## src/rtl/memctrl_pkg.sv

```systemverilog
// Shared types and limits for the MEMCTRL host-side initiator.
package memctrl_pkg;

    localparam int unsigned AW_DEF     = 16;
    localparam int unsigned DW_DEF     = 8;
    localparam int unsigned LEN_W      = 8;
    localparam int unsigned RD_LAT_MAX = 7;
    localparam int unsigned LAT_W      = $clog2(RD_LAT_MAX + 1);

    typedef enum logic [1:0] {
        ST_IDLE = 2'd0,
        ST_CMD  = 2'd1,
        ST_WAIT = 2'd2,
        ST_NEXT = 2'd3
    } state_e;

    // MEMCTRL control strobes, kept together so they always move as one register
    typedef struct packed {
        logic ce;
        logic csb;
        logic web;
        logic oeb;
    } strobe_t;

    localparam strobe_t STROBE_IDLE = '{ce: 1'b0, csb: 1'b1, web: 1'b1, oeb: 1'b1};

    // Selected-device strobes for a write or a read access
    function automatic strobe_t strobe_sel(input logic write);
        strobe_t s;
        s.ce  = 1'b1;
        s.csb = 1'b0;
        s.web = !write;
        s.oeb = write;
        return s;
    endfunction

endpackage

```

## src/rtl/mem_host_beat_cnt.sv

```systemverilog
// Read-latency down-counter and burst beat counter, each with a registered zero flag.
module mem_host_beat_cnt
    import memctrl_pkg::*;
#(
    parameter int unsigned RD_LAT = 2
) (
    input  logic             clk_i,
    input  logic             rst_i,
    input  logic             lat_load_i,
    input  logic             lat_dec_i,
    input  logic             beat_load_i,
    input  logic [LEN_W-1:0] beat_len_i,
    input  logic             beat_dec_i,
    output logic             lat_zero_o,
    output logic             beat_zero_o
);

    localparam logic [LAT_W-1:0] LAT_INIT = LAT_W'(RD_LAT - 1);

    logic [LAT_W-1:0] lat_cnt_q,  lat_cnt_d;
    logic             lat_zero_q, lat_zero_d;
    logic [LEN_W-1:0] beat_cnt_q,  beat_cnt_d;
    logic             beat_zero_q, beat_zero_d;

    // Zero flags are computed alongside the count so they are valid the cycle after load
    always_comb begin
        lat_cnt_d   = lat_cnt_q;
        lat_zero_d  = lat_zero_q;
        beat_cnt_d  = beat_cnt_q;
        beat_zero_d = beat_zero_q;

        if (lat_load_i) begin
            lat_cnt_d  = LAT_INIT;
            lat_zero_d = (LAT_INIT == '0);
        end else if (lat_dec_i && !lat_zero_q) begin
            lat_cnt_d  = lat_cnt_q - LAT_W'(1);
            lat_zero_d = (lat_cnt_q == LAT_W'(1));
        end

        if (beat_load_i) begin
            beat_cnt_d  = beat_len_i;
            beat_zero_d = (beat_len_i == '0);
        end else if (beat_dec_i && !beat_zero_q) begin
            beat_cnt_d  = beat_cnt_q - LEN_W'(1);
            beat_zero_d = (beat_cnt_q == LEN_W'(1));
        end
    end

    always_ff @(posedge clk_i) begin
        if (rst_i) begin
            lat_cnt_q   <= '0;
            lat_zero_q  <= 1'b1;
            beat_cnt_q  <= '0;
            beat_zero_q <= 1'b1;
        end else begin
            lat_cnt_q   <= lat_cnt_d;
            lat_zero_q  <= lat_zero_d;
            beat_cnt_q  <= beat_cnt_d;
            beat_zero_q <= beat_zero_d;
        end
    end

    assign lat_zero_o  = lat_zero_q;
    assign beat_zero_o = beat_zero_q;

endmodule

```

## src/rtl/mem_host_master.sv

```systemverilog
// Host-side initiator turning a valid/ready request stream into registered MEMCTRL SRAM strobes.
// Build option: MEMHOST_BURST_EN honours REQ_LEN (1..256 beats); otherwise every request is one beat.
module mem_host_master
    import memctrl_pkg::*;
#(
    parameter int unsigned AW     = AW_DEF,
    parameter int unsigned DW     = DW_DEF,
    parameter int unsigned RD_LAT = 2
) (
    input  logic             CLK,
    input  logic             RST,
    input  logic             REQ_VALID,
    output logic             REQ_READY,
    input  logic             REQ_WRITE,
    input  logic [AW-1:0]    REQ_ADDR,
    input  logic [DW-1:0]    REQ_WDATA,
    input  logic [LEN_W-1:0] REQ_LEN,
    output logic             RSP_VALID,
    output logic [DW-1:0]    RSP_RDATA,
    output logic             RSP_LAST,
    output logic             BUSY,
    output logic [AW-1:0]    ADDR,
    output logic             CE,
    output logic             CSB,
    output logic             WEB,
    output logic             OEB,
    output logic [DW-1:0]    IDATA,
    input  logic [DW-1:0]    ODATA
);

    state_e           state_q, state_d;
    strobe_t          strb_q, strb_d;
    logic [AW-1:0]    addr_q, addr_d;
    logic [DW-1:0]    idata_q, idata_d;
    logic             wr_q, wr_d;
    logic             busy_q, busy_d;
    logic             rsp_valid_q, rsp_valid_d;
    logic             rsp_last_q, rsp_last_d;
    logic [DW-1:0]    rsp_rdata_q, rsp_rdata_d;

    logic             lat_load, lat_dec, lat_zero;
    logic             beat_load, beat_dec, beat_zero;
    logic [LEN_W-1:0] beat_len;
    logic             accept;

`ifdef MEMHOST_BURST_EN
    localparam logic BURST = 1'b1;
    assign beat_len = REQ_LEN;
`else
    localparam logic BURST = 1'b0;
    logic unused_len;
    assign beat_len   = '0;
    assign unused_len = ^REQ_LEN;
`endif

    assign REQ_READY = (state_q == ST_IDLE) && !RST;
    assign accept    = REQ_VALID && REQ_READY;

    mem_host_beat_cnt #(
        .RD_LAT (RD_LAT)
    ) u_beat_cnt (
        .clk_i       (CLK),
        .rst_i       (RST),
        .lat_load_i  (lat_load),
        .lat_dec_i   (lat_dec),
        .beat_load_i (beat_load),
        .beat_len_i  (beat_len),
        .beat_dec_i  (beat_dec),
        .lat_zero_o  (lat_zero),
        .beat_zero_o (beat_zero)
    );

    // Next-state and next-output logic; strobes default to deselected every cycle
    always_comb begin
        state_d     = state_q;
        strb_d      = STROBE_IDLE;
        addr_d      = addr_q;
        idata_d     = idata_q;
        wr_d        = wr_q;
        rsp_valid_d = 1'b0;
        rsp_last_d  = 1'b0;
        rsp_rdata_d = rsp_rdata_q;
        lat_load    = 1'b0;
        lat_dec     = 1'b0;
        beat_load   = 1'b0;
        beat_dec    = 1'b0;

        case (state_q)
            ST_IDLE: begin
                if (accept) begin
                    state_d   = ST_CMD;
                    addr_d    = REQ_ADDR;
                    wr_d      = REQ_WRITE;
                    beat_load = 1'b1;
                    strb_d    = strobe_sel(REQ_WRITE);
                    if (REQ_WRITE) begin
                        idata_d = REQ_WDATA;
                    end
                end
            end
            ST_CMD: begin
                if (wr_q) begin
                    if (beat_zero) begin
                        state_d = ST_IDLE;
                    end else begin
                        state_d  = ST_NEXT;
                        beat_dec = 1'b1;
                        addr_d   = addr_q + AW'(1);
                    end
                end else begin
                    state_d  = ST_WAIT;
                    lat_load = 1'b1;
                    strb_d   = strobe_sel(1'b0);
                end
            end
            ST_WAIT: begin
                if (lat_zero) begin
                    rsp_valid_d = 1'b1;
                    rsp_rdata_d = ODATA;
                    rsp_last_d  = BURST ? beat_zero : 1'b1;
                    if (beat_zero) begin
                        state_d = ST_IDLE;
                    end else begin
                        state_d  = ST_NEXT;
                        beat_dec = 1'b1;
                        addr_d   = addr_q + AW'(1);
                    end
                end else begin
                    lat_dec = 1'b1;
                    strb_d  = strobe_sel(1'b0);
                end
            end
            ST_NEXT: begin
                // One deselect cycle done; the next beat re-samples the held write data
                state_d = ST_CMD;
                strb_d  = strobe_sel(wr_q);
                if (wr_q) begin
                    idata_d = REQ_WDATA;
                end
            end
            default: begin
                state_d = ST_IDLE;
            end
        endcase

        busy_d = (state_d != ST_IDLE);
    end

    always_ff @(posedge CLK) begin
        if (RST) begin
            state_q     <= ST_IDLE;
            strb_q      <= STROBE_IDLE;
            addr_q      <= '0;
            idata_q     <= '0;
            wr_q        <= 1'b0;
            busy_q      <= 1'b0;
            rsp_valid_q <= 1'b0;
            rsp_last_q  <= 1'b0;
            rsp_rdata_q <= '0;
        end else begin
            state_q     <= state_d;
            strb_q      <= strb_d;
            addr_q      <= addr_d;
            idata_q     <= idata_d;
            wr_q        <= wr_d;
            busy_q      <= busy_d;
            rsp_valid_q <= rsp_valid_d;
            rsp_last_q  <= rsp_last_d;
            rsp_rdata_q <= rsp_rdata_d;
        end
    end

    assign CE        = strb_q.ce;
    assign CSB       = strb_q.csb;
    assign WEB       = strb_q.web;
    assign OEB       = strb_q.oeb;
    assign ADDR      = addr_q;
    assign IDATA     = idata_q;
    assign BUSY      = busy_q;
    assign RSP_VALID = rsp_valid_q;
    assign RSP_LAST  = rsp_last_q;
    assign RSP_RDATA = rsp_rdata_q;

endmodule
```

## config.mk

```make
export PLATFORM = sky130hd
export DESIGN_NAME = mem_host_master
export DESIGN_NICKNAME = d
export VERILOG_FILES = /design/src/rtl/memctrl_pkg.sv /design/src/rtl/mem_host_beat_cnt.sv /design/src/rtl/mem_host_master.sv
export SDC_FILE = /design/constraint.sdc
export NUM_CORES = 1
export LEC_CHECK = 0
export BUFFER_PORTS_ARGS = -buffer_cell sky130_fd_sc_hd__buf_2
export CORE_ASPECT_RATIO = 1.5
export CORE_MARGIN = 1.5
export CORE_UTILIZATION = 30
export CTS_CLUSTER_SIZE = 12
export DETAILED_ROUTE_END_ITERATION = 10
export HOLD_SLACK_MARGIN = 0.06
export SLEW_MARGIN = 10
export SYNTH_ARGS = -nofsm -noshare
export SYNTH_HDL_FRONTEND = slang
export SYNTH_HIERARCHICAL = 1
export SYNTH_SLANG_ARGS = --single-unit
```

## constraint.sdc

```tcl
create_clock -name CLK -period 3.5 [get_ports CLK]
set_clock_uncertainty 0.2 [all_clocks]
set_input_delay 0.175 -clock CLK [delete_from_list [all_inputs] [get_ports CLK]]
set_output_delay 0.175 -clock CLK [all_outputs]
set_load 0.01 [all_outputs]
```

# After elaboration in Yosys (flattened, before gate mapping)
# Index checks and enable logic that the tools add are counted.
# classes
addsub	3
eq_ne	10
mux	33
bitwise_logic	1
reduce_logical	21
# op_table
operator	n
16-bit 2-to-1 mux	4
16-bit case mux with 3 select lines	1
8-bit 2-to-1 mux	3
16-bit by 1-bit adder with 16-bit output, second input constant	1
4-bit case mux with 4 select lines	1
8-bit case mux with 2 select lines	1
1-bit 2-to-1 mux	14
4-bit 2-to-1 mux	3
8-bit by 1-bit == test with 1-bit output, second input constant	1
2-bit 2-to-1 mux	4
2-bit != test, second input constant	4
2-bit case mux with 4 select lines	1
4-bit AND reduction	2
8-bit by 1-bit subtractor with 8-bit output, second input constant	1
2-bit nonzero test	3
2-bit OR reduction	3
1-bit zero test	5
2-bit == test, second input constant	2
1-bit logical AND	4
2-bit AND reduction	2
3-bit by 1-bit == test with 1-bit output, second input constant	1
3-bit nonzero test	1
3-bit by 1-bit subtractor with 3-bit output, second input constant	1
2-bit by 1-bit == test with 1-bit output, second input constant	1
4 further kinds	4
# totals
reg_bits	54
input_bits	44
output_inout_bits	40
word_cells	84

# Logic depth before layout (Yosys ltp)
# Gate-level depths: netlist of run 1.
# depth
word_depth	6
depth_mapped	9
ltp_nobuf	8

# Hierarchy
# The synthesis of run 1 kept the hierarchy.
# modules_own_cells
mod	instances	cells_each	area_per_inst_um2	seq_area_each_um2
mem_host_master	1	267	2233.4	820.8
mem_host_beat_cnt	1	78	695.7	260.2

# Worst setup path after synthesis of run 1
# No wires, ideal clock.
# synth_path
kind	reg-to-reg
from	register state_q[1]
to	register u_beat_cnt.beat_cnt_q[7]
setup_ns	0.091
t_arrival_ns	2.599
required_ns	3.209
setup_slack_ns	0.610
path_stages_with_launch	9
n_path_buf	1
synth_period_minus_slack_ns	2.890
cell_sequence	dfxtp_1 -> inv_1 -> ha_1 -> inv_1 -> clkbuf_1 -> nor3_1 -> or4b_1 -> or4_1 -> a311oi_1
# synth_between
word_cells_on_any_way	10
cone_classes	eq/ne: 2; mux: 3; reduce/logical: 5
# synth_rtl
element	line_no	source
start: declaration	mem_host_master.sv:31	state_e state_q, state_d;
start signal: assignment	mem_host_master.sv:161	state_q <= state_d;
2-bit == test / 2-bit by 1-bit == test with 1-bit output (equally long branches)	mem_host_master.sv:88	case (state_q)
1-bit case mux with 2 select lines *	mem_host_master.sv:88	
named net beat_dec	mem_host_master.sv:42	logic beat_load, beat_dec, beat_zero;
1-bit logical AND *	mem_host_beat_cnt.sv:43	end else if (beat_dec_i && !beat_zero_q) begin
end signal: assignment	mem_host_beat_cnt.sv:58	beat_cnt_q <= beat_cnt_d;
end: declaration	mem_host_beat_cnt.sv:22	logic [LEN_W-1:0] beat_cnt_q, beat_cnt_d;
# Mark *: on every way through the listed nets, which the timed path passes. The rest lies on a longest branch.
# A chain may end at the register's enable or synchronous reset.

# Worst setup path after layout of run 1
# layout_path
from	register state_q[0]
to	register u_beat_cnt.beat_cnt_q[7]
# Same word-level chain as after synthesis.

==> results of run 1 <==
## power by group
part / total [mW] / internal (mW) / switching [mW]
sequential: 0.920 / 0.750 / 0.170
combinational: 1.07 / 0.447 / 0.623
clock: 0.585 / 0.343 / 0.242
## stage by stage
stage / power [mW] / area (sq um)
finish: 2.574 / 3919
floorplan: 1.635 / 2982
CTS: 2.586 / 3919
global route: 2.754 / 3919
detailed placement: 1.968 / 3455
global placement: 1.945 / 3455
## flip-flops by register name, indices dropped and copies added (netlist names), 2 cells and up
name / count
u_beat_cnt/beat_cnt_q: 8
ADDR: 16
IDATA: 8
u_beat_cnt/lat_cnt_q: 3
RSP_RDATA: 8
state_q: 2
## metal layers
layer	vias up	share of wire (%)	track usage [%]	wire, um
met3	8	3.5	2.717	283
met4	0	1.1	5.430	89
met1	1388	41	16.94	3335
met2	68	54	29.23	4344
met5	-	0	0	0
li1	1472	-	-	-
## cell type report
type                       instances  area, sq um
inverter                          17        63.81
clock inverter                     3        48.80
clock buffer                       5        125.1
fill                             991         5660
multi-input combinational        268         1753
tap                              115        143.9
timing repair buffer             109        703.2
sequential                        54         1081
## how the worst max path moves through the flow
stage / endpoint / slack (ps) / depth (start not counted) / startpoint
floorplan: u_beat_cnt/beat_cnt_q[7] / 610 / 8 / state_q[1]
global placement: u_beat_cnt/beat_cnt_q[7] / 580 / 8 / state_q[0]
detailed placement: u_beat_cnt/beat_cnt_q[7] / 490 / 8 / state_q[0]
CTS: u_beat_cnt/beat_cnt_q[7] / 460 / 8 / state_q[0]
global route: u_beat_cnt/beat_cnt_q[7] / 240 / 8 / state_q[0]
finish: u_beat_cnt/beat_cnt_q[7] / 470 / 8 / state_q[0]
## cells in the mapped netlist (all sizes together), types with 2 or more instances
library cell,count
o41a,2
xnor2,3
nor3,6
ha,11
a32o,2
or2,2
o31ai,11
o21a,2
o2bb2ai,3
mux2i,11
o311ai,2
or3,5
dfxtp,54
nand3,13
nand4,7
nand2,36
clkbuf,15
buf,5
nand3b,5
o21ai,10
a31oi,6
a311oi,5
o211a,2
nand2b,5
o31a,4
o32ai,2
and2,4
nor4,6
or4,5
nor2b,10
o211ai,3
o21bai,2
a21oi,21
nor2,23
a211o,2
inv,17
a211oi,6
and4,2
## cell families (layout without fill, tap and decap cells)
group                    Yosys count  in the layout  synth area share (%)
buffers and inverters             37            134                 5.040
flip-flops                        54             54                 36.91
XOR/XNOR                           4              4                 1.196
multiplexers                      11             11                 3.759
AO/OA/AOI/OAI                     92             92                 22.98
other                              1             15                0.1280
AND/OR/NAND/NOR                  135            135                 25.29
adder cells (fa/ha/maj)           11             11                 4.699
## worst max-delay path, delay by kind of cell, from the launching register on
kind	cells	cell delay, ps
adder cells (fa/ha/maj)	1	220
AO/OA/AOI/OAI	2	330
flip-flops	1	350
buffers and inverters	1	150
AND/OR/NAND/NOR	4	1700
==> results_dict.tcl, run 1 <==
set metrics [dict create \
    die_w_um 83.68 \
    cts_setup_buffers 0 \
    worstHoldStart "REQ_WRITE" \
    setup_viol 0 \
    grt_pass1_vias 2779 \
    startpoint_type "flop" \
    hold_depth 3 \
    portBuffers 75 \
    avgSynthCellArea_sq_um 8.490 \
    worstPathCellList "inv_1, ha_1, and2_1, a21oi_1, nor3_1, or4b_1, or4_1, a311oi_1" \
    yosysTopAreaCellShare_pct 36.91 \
    final_layout_size_suffix_gt1_share_pct 22.37 \
    drtIter0Drc 87 \
    grt.overflow.total 0 \
    postRouteAntennaNets 0 \
    clk_latency_ps 290 \
    ir_drop_v 0.0003298 \
    rows 44 \
    worstSetupPathType "reg -> reg" \
    holdPathEnd "OEB" \
    yosysTopAreaCell "dfxtp_1" \
    outcome "complete, no violations" \
    fin_crit_sh_pct 86.63 \
    die_h_um 124.0 \
    tightest_slew_ps 639.5 \
    crit_fanout 9 \
    synth-async-reset-ratio_pct 0 \
    fin_crit_ps 3032 \
    final_common_cell "buf_2" \
    end_kind "flop" \
    rsz0062_at_grt "no" \
    max_stage_delay_ps 580 \
    relSlewSlack_pct 57.37 \
    r2r_start "state_q[0]" \
    die_area_sq_um 10380 \
    synth_warnings 6 \
    vias 2936 \
    synthCells 345 \
    final_core_util_pct 40.91 \
    antenna_found_initial 0 \
    hold_path.class "in -> reg" \
    ctsHtreeMaxLevel 2 \
    hpwlAfterDp_um 5541 \
    syn-cell-area_sq_um 2929 \
    layout_setup_ws_ps 467.9 \
    tns_ps 0 \
    grt_pass1_wl_um 12960 \
    initial_core_util_pct 30.58 \
    ctsResizeCount 0 \
    worstPathArrival_ps 3040 \
    dpl.cell_count 534 \
    critPathSlowestCell "or4b_1" \
    cts_buffers 5 \
    yosys.cell_types.count 66 \
    hold_buffers 29 \
    core_region_area_sq_um 9579 \
    leakage_nw 1.609 \
    io-pin-count 84 \
    powerDensity_nw_per_um2 656.9 \
    antenna_cells 0 \
    r2r-end "u_beat_cnt/beat_cnt_q[7]" \
    vias_per_cell 5.142 \
    slew_viol_final 0 \
    worst-r2r-cell-count 8 \
    routed_wl_um 8052 \
    maxCapViolCount 0 \
    syn2layout_area_growth_pct 33.79 \
    grt.total_usage_pct 15.31 \
    fmax_mhz 329.8 \
    layout_common_cells "buf_2 (75), dfxtp_1 (54), nand2_1 (36)" \
    nets 510 \
    cts_tree "built" \
    drt-wirelength-per-cell_um 14.10 \
    drtPass1Iterations 4 \
    drc_errors 0 \
    synth_edf_count 0 \
    synth_ff_type "dfxtp_1" \
    hold_viol 0 \
    gp_congestion 0.7983 \
    cp.required_ps 3500 \
    stdcell_count 571 \
    rrSetupSlack_ps 470 \
    cts_max_path_buffers 2 \
    hold_slack_ps 58.22 \
    post-place-ws_ps 486.0 \
    cts_root_buf "clkbuf_16" \
    ys_ff_latch 54 \
    cts.clk_slew.worst_paths_ps 80 \
    synthTopCellsByArea "dfxtp_1 (37%), ha_1 (4.7%), nand2_1 (4.6%), mux2i_1 (3.8%), a21oi_1 (3.4%)" \
    cts.sinks 54 \
    grt_max_degree 34 \
    ys_seq_area_share_pct 36.91 \
]
(Power assumes the default switching activity.)
==> inputs of run 2 (changes only) <==
GPL_TIMING_DRIVEN = 0   (was default)
==> results_dict.tcl, run 2 (synthesis gave the netlist of run 1 again) <==
set metrics [dict create \
    cp.required_ps 3510 \
    power_frac_clock_pct 19.7 \
    rrSetupSlack_ps 380 \
    worstPathArrival_ps 3130 \
    stdcell_area_sq_um 3949 \
    swShare_pct 41.96 \
    critPathSlowestCell "or4b_1" \
    setup_viol 0 \
    critPathTopFamily "simple AND/OR/NAND/NOR gates" \
    core_region_area_sq_um 9579 \
    grt.overflow.total 0 \
    power_mw 2.514 \
    p_seq_share_pct 36.4 \
    routed_wl_um 8631 \
    nets 525 \
    powerDensity_nw_per_um2 636.6 \
    final_layout_size_suffix_gt1_share_pct 21.28 \
    largest_reg_flops 16 \
    fmax_mhz 320.2 \
    drc_errors 0 \
    grt.total_usage_pct 16.03 \
    leakage_nw 1.612 \
    ctsHtreeMaxLevel 2 \
    worstSetupPathType "reg -> reg" \
    vias 3039 \
    cts_setup_buffers 0 \
    grt_pass1_vias 2928 \
    drtPass1Iterations 4 \
    crit_fanout 15 \
    grt_pass1_wl_um 13550 \
    hold_slack_ps 73.28 \
    cts_tree "built" \
    use_met1_pct 17.14 \
    path_depth 7 \
    max_stage_delay_ps 570 \
    portBuffers 75 \
    initial_core_util_pct 30.58 \
    fin_crit_sh_pct 89.24 \
    hold_viol 0 \
    rows 44 \
    internal-power_mw 1.459 \
    gp_congestion 0.8648 \
    syn2layout_area_growth_pct 34.81 \
    hold_depth 4 \
    worst-r2r-cell-count 7 \
    tns_ps 0 \
    holdPathEnd "ADDR[15]" \
    crit_buf_inv 2 \
    grt-busiest-layer "met2" \
    relSlewSlack_pct 55.03 \
    vias_per_cell 5.195 \
    grt_max_degree 17 \
    slew_viol_final 0 \
    final_common_cell "buf_2" \
    worstHoldStart "REQ_ADDR[15]" \
    drtIter0Drc 91 \
    io-pin-count 84 \
    fill_cells 996 \
    fin_crit_ps 3123 \
    postRouteAntennaNets 0 \
    outcome "complete, no violations" \
    crit_top_cell "inv_1" \
    use_met3_pct 3.446 \
    combPwrFrac_pct 43.9 \
    r2r_start "state_q[1]" \
    cts.sinks 54 \
    drt-wirelength-per-cell_um 14.75 \
    p_sw_mw 1.055 \
    grt_use_met2_pct 30.90 \
    die_area_sq_um 10380 \
    hpwlAfterDp_um 6097 \
    die_h_um 124.0 \
    end_kind "flop" \
    hold_path.class "in -> reg" \
    layout_common_cells "buf_2 (76), dfxtp_1 (54), nand2_1 (36)" \
    clk_latency_ps 290 \
    worstPathCellList "inv_1, ha_1, inv_1, nor3_4, or4b_1, or4_1, a311oi_1" \
    cts_root_buf "clkbuf_16" \
    ir_drop_v 0.0002785 \
    cts_buffers 5 \
    antenna_cells 0 \
    antenna_found_initial 0 \
    cts_max_path_buffers 2 \
    maxCapViolCount 0 \
    die_w_um 83.68 \
    startpoint_type "flop" \
    cts.clk_slew.worst_paths_ps 70 \
    dpl_cell_area_sq_um 3501 \
    dpl.cell_count 549 \
    r2r-end "u_beat_cnt/beat_cnt_q[7]" \
    tightest_slew_ps 674.5 \
    stdcell_count 585 \
    rsz0062_at_grt "no" \
]
==> run 2: cell count changes in the layout (fill, tap and decap cells not counted), sizes merged <==
cell         previous run  this run
clkinvlp                1         2
clkbuf                  5        19
dlygate4sd3            29        30
bufinv                  1         0
inv                    18        17
==> run 2: worst max-delay path by stage <==
stage	startpoint	endpoint	slack [ps]
floorplan	state_q[1]	u_beat_cnt/beat_cnt_q[7]	610
global placement	state_q[1]	u_beat_cnt/beat_cnt_q[7]	130
detailed placement	state_q[1]	u_beat_cnt/beat_cnt_q[7]	120
CTS	state_q[1]	u_beat_cnt/beat_cnt_q[7]	30
global route	state_q[1]	u_beat_cnt/beat_cnt_q[7]	110
finish	state_q[1]	u_beat_cnt/beat_cnt_q[7]	380
==> run 2: power groups by stage <==
stage / sequential [mW] / clock, mW / combinational (mW)
after detailed placement: 0.921 / 0 / 1.07
after global placement: 0.918 / 0 / 1.06
after floorplan: 0.936 / 0 / 0.699
after CTS: 0.909 / 0.508 / 1.10
final: 0.914 / 0.495 / 1.10
after global routing: 0.933 / 0.534 / 1.23
==> run 2: stage by stage <==
step | util, % | setup WS [ps]
6_report | 41.22 | 376.8
5_1_grt | 41.22 | 105.0
4_1_cts | 41.14 | 31.88
3_5_place_dp | 36.55 | 116.4
3_3_place_gp | 36.55 | 133.6
2_1_floorplan | - | 610.5
==> run 2: worst register-to-register path, cell delays in order, from the launching register on <==
cell and delay (ps):
dfxtp_1 420, inv_1 120, ha_1 400, inv_1 290
nor3_4 340, or4b_1 570, or4_1 440, a311oi_1 250
==> run 2: layout make-up <==
| class | instances | area (sq um) | area share (%) |
|---|---|---|---|
| plain buffers | 19 | 80.08 | 2.028 |
| inverters | 17 | 63.81 | 1.616 |
| clock inverters | 2 | 15.01 | 0.3802 |
| well taps | 115 | 143.9 | 3.644 |
| repair buffers | 105 | 675.6 | 17.11 |
| clock buffers | 5 | 125.1 | 3.169 |
| flip-flops and latches | 54 | 1081 | 27.38 |
| multi-input cells | 268 | 1764 | 44.68 |
==> run 2: what timing repair did <==
item | in CTS | in global routing
hold buffers | 30 | 0
hold endpoints to repair | 31 | 0
resized for setup | 0 | 2
endpoints found under the setup margin | 0 | 4
==> run 2: layer usage <==
layer	vias to the layer above	share of wire, %
met5	-	0
met1	1402	40
li1	1514	-
met4	0	2.0
met3	16	5.2
met2	107	53
